File: src/rtl/uart_rx.sv
// uart_rx: 8N1 serial receiver with 2-FF input synchroniser and mid-bit sampling.
// Define UART_RX_PARITY_EN to receive 8E1 frames and report parity errors.
module uart_rx #(
  parameter int CLKS_PER_BIT = 5208
) (
  input  logic       clk,
  input  logic       reset,
  input  logic       rxd,
  output logic [7:0] data_out,
  output logic       rx_done,
  output logic       rx_busy,
  output logic       frame_err,
  output logic       parity_err
);
  localparam int HALF_BIT = CLKS_PER_BIT / 2;
  localparam int CW = $clog2(CLKS_PER_BIT);
  typedef enum logic [2:0] {IDLE, START, DATA, PARITY, STOP, BREAK} state_t;
  state_t        state_q, state_d;
  logic [1:0]    sync_q;
  logic [CW-1:0] baud_q, baud_d;
  logic [2:0]    bit_q, bit_d;
  logic [7:0]    shift_q, shift_d, data_q, data_d;
  logic          done_q, done_d, ferr_q, ferr_d;
  logic          rxd_s, baud_last, baud_half;
  assign rxd_s     = sync_q[1];
  assign baud_last = baud_q == CW'(CLKS_PER_BIT - 1);
  assign baud_half = baud_q == CW'(HALF_BIT - 1);
  assign data_out  = data_q;
  assign rx_done   = done_q;
  assign rx_busy   = state_q != IDLE;
  assign frame_err = ferr_q;
`ifdef UART_RX_PARITY_EN
  logic par_q, par_d, perr_q, perr_d;
  assign parity_err = perr_q;
`else
  assign parity_err = 1'b0;
`endif
  always_comb begin
    state_d = state_q;
    baud_d  = baud_q;
    bit_d   = bit_q;
    shift_d = shift_q;
    data_d  = data_q;
    done_d  = 1'b0;
    ferr_d  = ferr_q;
`ifdef UART_RX_PARITY_EN
    par_d   = par_q;
    perr_d  = perr_q;
`endif
    case (state_q)
      IDLE: begin
        baud_d  = '0;
        state_d = rxd_s ? IDLE : START;
      end
      START: begin
        baud_d = baud_half ? '0 : baud_q + 1'b1;
        bit_d  = '0;
        if (baud_half) state_d = rxd_s ? IDLE : DATA;
      end
      DATA: begin
        baud_d = baud_last ? '0 : baud_q + 1'b1;
        if (baud_last) begin
          shift_d[bit_q] = rxd_s;
          bit_d          = bit_q + 3'd1;
`ifdef UART_RX_PARITY_EN
          if (bit_q == 3'd7) state_d = PARITY;
`else
          if (bit_q == 3'd7) state_d = STOP;
`endif
        end
      end
`ifdef UART_RX_PARITY_EN
      PARITY: begin
        baud_d = baud_last ? '0 : baud_q + 1'b1;
        if (baud_last) begin
          par_d   = (^shift_q) ^ rxd_s;
          state_d = STOP;
        end
      end
`endif
      STOP: begin
        baud_d = baud_last ? '0 : baud_q + 1'b1;
        if (baud_last) begin
          data_d  = shift_q;
          done_d  = 1'b1;
          ferr_d  = ~rxd_s;
`ifdef UART_RX_PARITY_EN
          perr_d  = par_q;
`endif
          // Leaving at the stop-bit centre leaves half a bit to catch the next start edge.
          state_d = rxd_s ? IDLE : BREAK;
        end
      end
      BREAK: state_d = rxd_s ? IDLE : BREAK;
      default: state_d = IDLE;
    endcase
  end
  always_ff @(posedge clk or posedge reset) begin
    if (reset) begin
      state_q <= IDLE;
      sync_q  <= 2'b11;
      baud_q  <= '0;
      bit_q   <= '0;
      shift_q <= '0;
      data_q  <= '0;
      done_q  <= 1'b0;
      ferr_q  <= 1'b0;
`ifdef UART_RX_PARITY_EN
      par_q   <= 1'b0;
      perr_q  <= 1'b0;
`endif
    end else begin
      state_q <= state_d;
      sync_q  <= {sync_q[0], rxd};
      baud_q  <= baud_d;
      bit_q   <= bit_d;
      shift_q <= shift_d;
      data_q  <= data_d;
      done_q  <= done_d;
      ferr_q  <= ferr_d;
`ifdef UART_RX_PARITY_EN
      par_q   <= par_d;
      perr_q  <= perr_d;
`endif
    end
  end
endmodule

File: config.mk
export PLATFORM = sky130hd
export DESIGN_NAME = uart_rx
export DESIGN_NICKNAME = d
export VERILOG_FILES = /design/src/rtl/uart_rx.sv
export SDC_FILE = /design/constraint.sdc
export NUM_CORES = 1
export LEC_CHECK = 0
export CORE_MARGIN = 5
export CORE_UTILIZATION = 40
export DETAILED_ROUTE_END_ITERATION = 6
export GPL_ROUTABILITY_DRIVEN = 0
export GPL_TIMING_DRIVEN = 0
export PLACE_DENSITY = 0.68
export SLEW_MARGIN = 20
export SYNTH_ARGS = -nofsm -noshare
export SYNTH_HDL_FRONTEND = slang
export SYNTH_SLANG_ARGS = --single-unit
File: constraint.sdc
create_clock -name clk -period 2.5 [get_ports clk]
set_clock_uncertainty 0.15 [all_clocks]
set_input_delay 0.25 -clock clk [delete_from_list [all_inputs] [get_ports clk]]
set_output_delay 0.25 -clock clk [all_outputs]
set_load 0.01 [all_outputs]
==> results of run 1 <==
-- worst min path at each step --
stage / from / to / slack [ns]
2_1_floorplan: rxd / sync_q[0] / 0.10
3_3_place_gp: sync_q[0] / sync_q[1] / 0.20
3_5_place_dp: sync_q[0] / sync_q[1] / 0.20
4_1_cts: reset / baud_q[12] / 0.03
5_1_grt: reset / baud_q[12] / 0.03
6_report: reset / baud_q[2] / 0.03
-- routing by layer --
layer / GRT usage (%) / up-vias / wire length [um]
met5: 0 / - / 0
met4: 7.095 / 0 / 92
met3: 3.363 / 10 / 170
met2: 21.77 / 27 / 1845
met1: 17.96 / 720 / 1837
li1: - / 747 / -
-- layout by cell type (no fill, tap or decap), types with 2 or more instances in the layout --
cell type and n:
clkdlybuf4s50_1 13, nand2_1 13, inv_1 7, o21ai_0 10, a31oi_1 9, nand3_1 10
or2_2 2, nand2b_1 5, a41oi_1 2, nand4_1 3, clkbuf_8 5, nor2_1 10
clkinvlp_4 2, mux2_2 9, nor3_1 12, dfstp_2 2, a22oi_1 2, a21oi_1 14
nor2b_1 2, or3_1 2, and3_1 2, nor4_1 2, buf_2 4, nor3b_2 2
clkbuf_1 6, and4b_1 2, dfrtp_1 37, ha_1 4, mux2_4 7
-- area by class of cell --
| cell class | count | area, um^2 |
|---|---|---|
| buffer | 12 | 61.31 |
| clock buffer | 5 | 68.82 |
| clock inverter | 3 | 20.02 |
| fill | 449 | 2467 |
| inverter | 8 | 30.03 |
| multi-input combinational | 136 | 925.9 |
| sequential | 39 | 978.4 |
| tap | 67 | 83.83 |
| timing repair buffer | 14 | 150.1 |
-- sequential cells by signal, summed over array words and instances, names as in the netlist --
| register | count |
|---|---|
| data_out | 8 |
| shift_q | 8 |
| state_q | 3 |
| sync_q | 2 |
| bit_q | 3 |
| rx_done | 1 |
| frame_err | 1 |
| baud_q | 13 |
-- where the power goes --
part	switching [W]	internal [W]
clock	0.000235	0.000194
sequential	0.000000941	0.000633
combinational	0.0000164	0.00000770
total	0.000253	0.000835
-- worst register-to-register path: stages, from the launching register on --
cell      delay [ns]
dfrtp_1         0.46
ha_1            0.24
nor3b_2         0.18
nand4_2         0.15
a32o_1          0.32
clkbuf_1        0.41
nand2_1         0.10
a31oi_1         0.20
-- through the flow --
step	std cells	power, W	hold slack (ns)
after detailed placement	276	0.0006720	0.1979
after CTS	284	0.001105	0.03126
after global routing	284	0.001125	0.03491
after global placement	275	0.0006677	0.1957
final	284	0.001088	0.02995
after floorplan	195	0.0006594	0.1045
-- kinds of logic after synthesis --
| logic type | Yosys count | share of synthesized area (%) |
|---|---|---|
| DFF | 39 | 49.03 |
| muxes | 17 | 10.85 |
| buffers and inverters | 20 | 4.577 |
| adders and majority gates | 4 | 2.508 |
| AOI/OAI and AO/OA | 44 | 13.48 |
| and+or+nand+nor | 70 | 19.37 |
| other | 1 | 0.1879 |
==> impl_metrics.json, run 1 <==
{
  "wirelength_um": 3946,
  "yosysTopAreaCell": "dfrtp_1",
  "timing.final.crit_period_ns": 2.283,
  "cp-start-kind": "flop",
  "post-synth-top-count-cell": "dfrtp_1",
  "wire_length_of_the_first_global_routing_pass_um": 6989,
  "syn_nets": 202,
  "detail-route-antenna-nets": 0,
  "fin_ws_ns": 0.2168,
  "worst_path_required_ns": 2.56,
  "dieWidth_um": 80.64,
  "rr_worst_depth": 7,
  "ff2ff_setup_slack_ns": 0.22,
  "cts-resized-gates": 0,
  "timing.critical_path.depth": 7,
  "synthTopCellsByArea": "dfrtp_1, mux2_4, mux2_2",
  "num_vias": 1504,
  "globalRouteOverflowTotal": 0,
  "yosysTopAreaCellShare_pct": 46.39,
  "setup-violations-final": 0,
  "number_of_remaining_drc_errors": 0,
  "crit_type": "reg2reg",
  "setup_repair_after_global_routing_missed_its_margin": "no",
  "grt_start_max_net_pins": 33,
  "clkSlewWorstSetupHoldPaths_ns": 0.07,
  "timing.critical_path.to_type": "flop",
  "total_leakage_power_nw": 1.047,
  "seq_area_frac_synth_pct": 49.03,
  "htree_levels": 2,
  "min_path_type": "in2async",
  "final_hold_viol_count": 0,
  "cpPeakStageDelay_ns": 0.46,
  "share_of_final_layout_standard_cells_stronger_than_drive_strength_1_pct": 18.89,
  "finish.net_count": 223,
  "path_cells": "ha_1, nor3b_2, nand4_2, a32o_1, clkbuf_1, nand2_1, a31oi_1",
  "dp.final_hpwl_um": 2777,
  "setup.worst_path.start": "baud_q[0]",
  "outcome": "finished, final reports clean",
  "cts-buffers-inserted": 5,
  "critical_path.max_fanout": 10,
  "finalCoreUtilization_pct": 48.44,
  "crit_family": "compound AO/OA/AOI/OAI gates",
  "worstPathBufferInverterCount": 1,
  "async_flop_share_pct": 100.0,
  "pre_cts_ws_ns": 0.1868,
  "worstSkewPairLatency_ns": 0.30,
  "synth.top_cells.by_count": "dfrtp_1, a21oi_1, nand2_1",
  "synthCells": 195,
  "first_drt_pass_iteration_count": 4,
  "cts_hold_repair_buffers": 0,
  "grt_usage_pct": 13.97,
  "die_h_um": 80.64,
  "setup_tns_ns": 0,
  "viasPerCell": 5.296,
  "cts_setup_buffers": 0,
  "core_um2": 4786,
  "fmaxAchievable_mhz": 438.0,
  "end_point_of_the_critical_path": "baud_q[4]",
  "initial_utilization_pct": 41.70,
  "cp.arrival_ns": 2.34,
  "cts-root-buf": "clkbuf_8",
  "power.density_nw_per_um2": 469.2,
  "synth.ff_latch_count": 39,
  "timing.rr.start": "baud_q[0]",
  "r2r-end": "baud_q[4]",
  "yosys_warnings": 0,
  "number_of_drc_violations_after_detailed_routing_iteration_0": 69,
  "vias_in_the_first_global_route": 1476,
  "post_synth_instance_area_um2": 1996,
  "peakVddDrop_uv": 240.4,
  "synth_cell_types": 40,
  "pin_count": 15,
  "port_buffers": 13,
  "slowest_stage_cell_crit_path": "dfrtp_1",
  "std_cell_rows": 25,
  "grt_antenna_before_repair": 0,
  "clock-sinks": 39,
  "design_area_um2": 2318,
  "cts_tree": "done",
  "count_of_flip_flops_with_a_built_in_enable_after_synthesis": 0,
  "report.final.slew_viol_count": 0,
  "synth_area_per_cell_um2": 10.23,
  "min_period_over_period_pct": 91.33,
  "placed_area_um2": 2230,
  "diodes": 0,
  "wire_per_inst_um": 13.89,
  "die-area_um2": 6502,
  "cts.path.max_buffers": 2,
  "area.growth.synth_to_final_pct": 16.18,
  "maxCapViolations": 0,
  "synth_top_flop_cell": "dfrtp_1"
}
Power figures use the tool's default switching activity.
==> run 2: changes to the inputs <==
- CORE_ASPECT_RATIO: unset -> 1.2
==> impl_metrics.json, run 2 (synthesis results as in run 1) <==
{
  "fmaxAchievable_mhz": 445.2,
  "report.final.slew_viol_count": 0,
  "largest_reg_flops": 13,
  "wire_length_of_the_first_global_routing_pass_um": 6775,
  "rr_worst_depth": 6,
  "final_hold_viol_count": 0,
  "timing.rr.start": "baud_q[0]",
  "met1Wirelength_um": 1773,
  "maxCapViolations": 0,
  "num_vias": 1465,
  "cts-buffers-inserted": 5,
  "timing.critical_path.to_type": "flop",
  "crit_type": "reg2reg",
  "worstMarginPinSlew_ns": 0.5003,
  "power.density_nw_per_um2": 459.8,
  "grt_antenna_before_repair": 0,
  "worstSkewPairLatency_ns": 0.28,
  "port_buffers": 13,
  "area.growth.synth_to_final_pct": 15.74,
  "htree_levels": 2,
  "initial_utilization_pct": 40.69,
  "placed_area_um2": 2228,
  "core_um2": 4905,
  "die_h_um": 87.38,
  "setup_tns_ns": 0,
  "top_register": "baud_q",
  "cts.path.max_buffers": 2,
  "first_drt_pass_iteration_count": 4,
  "viasPerCell": 5.289,
  "share_of_final_layout_standard_cells_stronger_than_drive_strength_1_pct": 17.97,
  "outcome": "finished, final reports clean",
  "final_cell_mix": "dfrtp_1, a21oi_1, nand2_1, clkdlybuf4s50_1, nor3_1",
  "finalCoreUtilization_pct": 47.09,
  "cts-resized-gates": 0,
  "met2_wirelength_um": 1899,
  "vias_in_the_first_global_route": 1426,
  "r2r-end": "shift_q[2]",
  "die-area_um2": 6508,
  "critical_path.max_fanout": 10,
  "min_period_over_period_pct": 89.85,
  "grt_start_max_net_pins": 23,
  "total_leakage_power_nw": 1.052,
  "slew_headroom_pct": 66.39,
  "globalRouteOverflowTotal": 0,
  "worst_path_required_ns": 2.52,
  "std_cell_rows": 28,
  "finish.net_count": 223,
  "diodes": 0,
  "dieWidth_um": 74.48,
  "cts_hold_repair_buffers": 0,
  "routed.top_layer": "met4",
  "detailroute.wirelength.met3_um": 127,
  "detail-route-antenna-nets": 0,
  "setup-violations-final": 0,
  "clkSlewWorstSetupHoldPaths_ns": 0.07,
  "ff2ff_setup_slack_ns": 0.25,
  "clock-sinks": 39,
  "final_common_cell": "dfrtp_1",
  "cts-root-buf": "clkbuf_8",
  "design_area_um2": 2310,
  "dp.final_hpwl_um": 2810,
  "wire_per_inst_um": 13.94,
  "number_of_remaining_drc_errors": 0,
  "peakVddDrop_uv": 261.1,
  "wirelength_um": 3861,
  "timing.final.crit_period_ns": 2.246,
  "cts_setup_buffers": 0,
  "cp.arrival_ns": 2.27,
  "min_path_type": "in2async",
  "pin_count": 15,
  "grt_usage_pct": 13.23,
  "cp-start-kind": "flop",
  "fill_cells": 490,
  "cts_tree": "done",
  "setup_repair_after_global_routing_missed_its_margin": "no",
  "number_of_drc_violations_after_detailed_routing_iteration_0": 105
}
## run 2: changes by cell type in the layout (fill, tap and decap cells not counted), sizes merged
| cell | previous run | this run |
|---|---|---|
| clkbuf | 11 | 13 |
| clkinvlp | 2 | 0 |
## run 2: worst max-delay path by stage
stage	startpoint	end	slack [ns]	cells after the start
after floorplan	baud_q[0]	data_out[0]	0.46	6
after global placement	baud_q[0]	shift_q[2]	0.25	6
after detailed placement	baud_q[0]	shift_q[4]	0.25	6
after CTS	baud_q[0]	shift_q[4]	0.24	6
after global routing	baud_q[0]	shift_q[2]	0.04	6
final	baud_q[0]	shift_q[2]	0.25	6
## run 2: critical path, cell delays in order, from the launching register on
cell and delay (ns):
dfrtp_1 0.45, ha_1 0.20, nor3b_2 0.25, nand4_2 0.18, clkbuf_1 0.26, nor3_1 0.28
mux2_2 0.36
## run 2: layer usage
metal | track usage (%) | vias to the layer above
met2 | 22.14 | 21
met3 | 2.425 | 7
met5 | 0 | -
met1 | 16.86 | 685
li1 | - | 752
met4 | 4.693 | 0
## run 2: cell type report
class                   instances  area [um^2]  share of cell area, %
flip-flops and latches         39        978.4                  42.36
multi-input cells             136        925.9                  40.09
repair buffers                 14        157.7                  6.826
clock buffers                   7        76.32                  3.304
well taps                      60        75.07                  3.250
plain buffers                  12        61.31                  2.654
inverters                       8        30.03                  1.300
clock inverters                 1        5.005                 0.2167
## run 2: report_power, final
group / switching, W / internal (W)
registers: 0.00000114 / 0.000634
clock network: 0.000206 / 0.000196
logic: 0.0000166 / 0.00000885
total: 0.000224 / 0.000838
## run 2: per-stage QoR
step / setup WS [ns] / hold slack [ns] / cells / power (W)
2_1_floorplan: 0.4603 / 0.1045 / 195 / 0.0006594
3_3_place_gp: 0.2459 / 0.1965 / 268 / 0.0006677
6_report: 0.2537 / 0.1266 / 277 / 0.001062
5_1_grt: 0.04139 / 0.1864 / 277 / 0.001108
4_1_cts: 0.2356 / 0.1415 / 277 / 0.001081
3_5_place_dp: 0.2538 / 0.1993 / 269 / 0.0006737
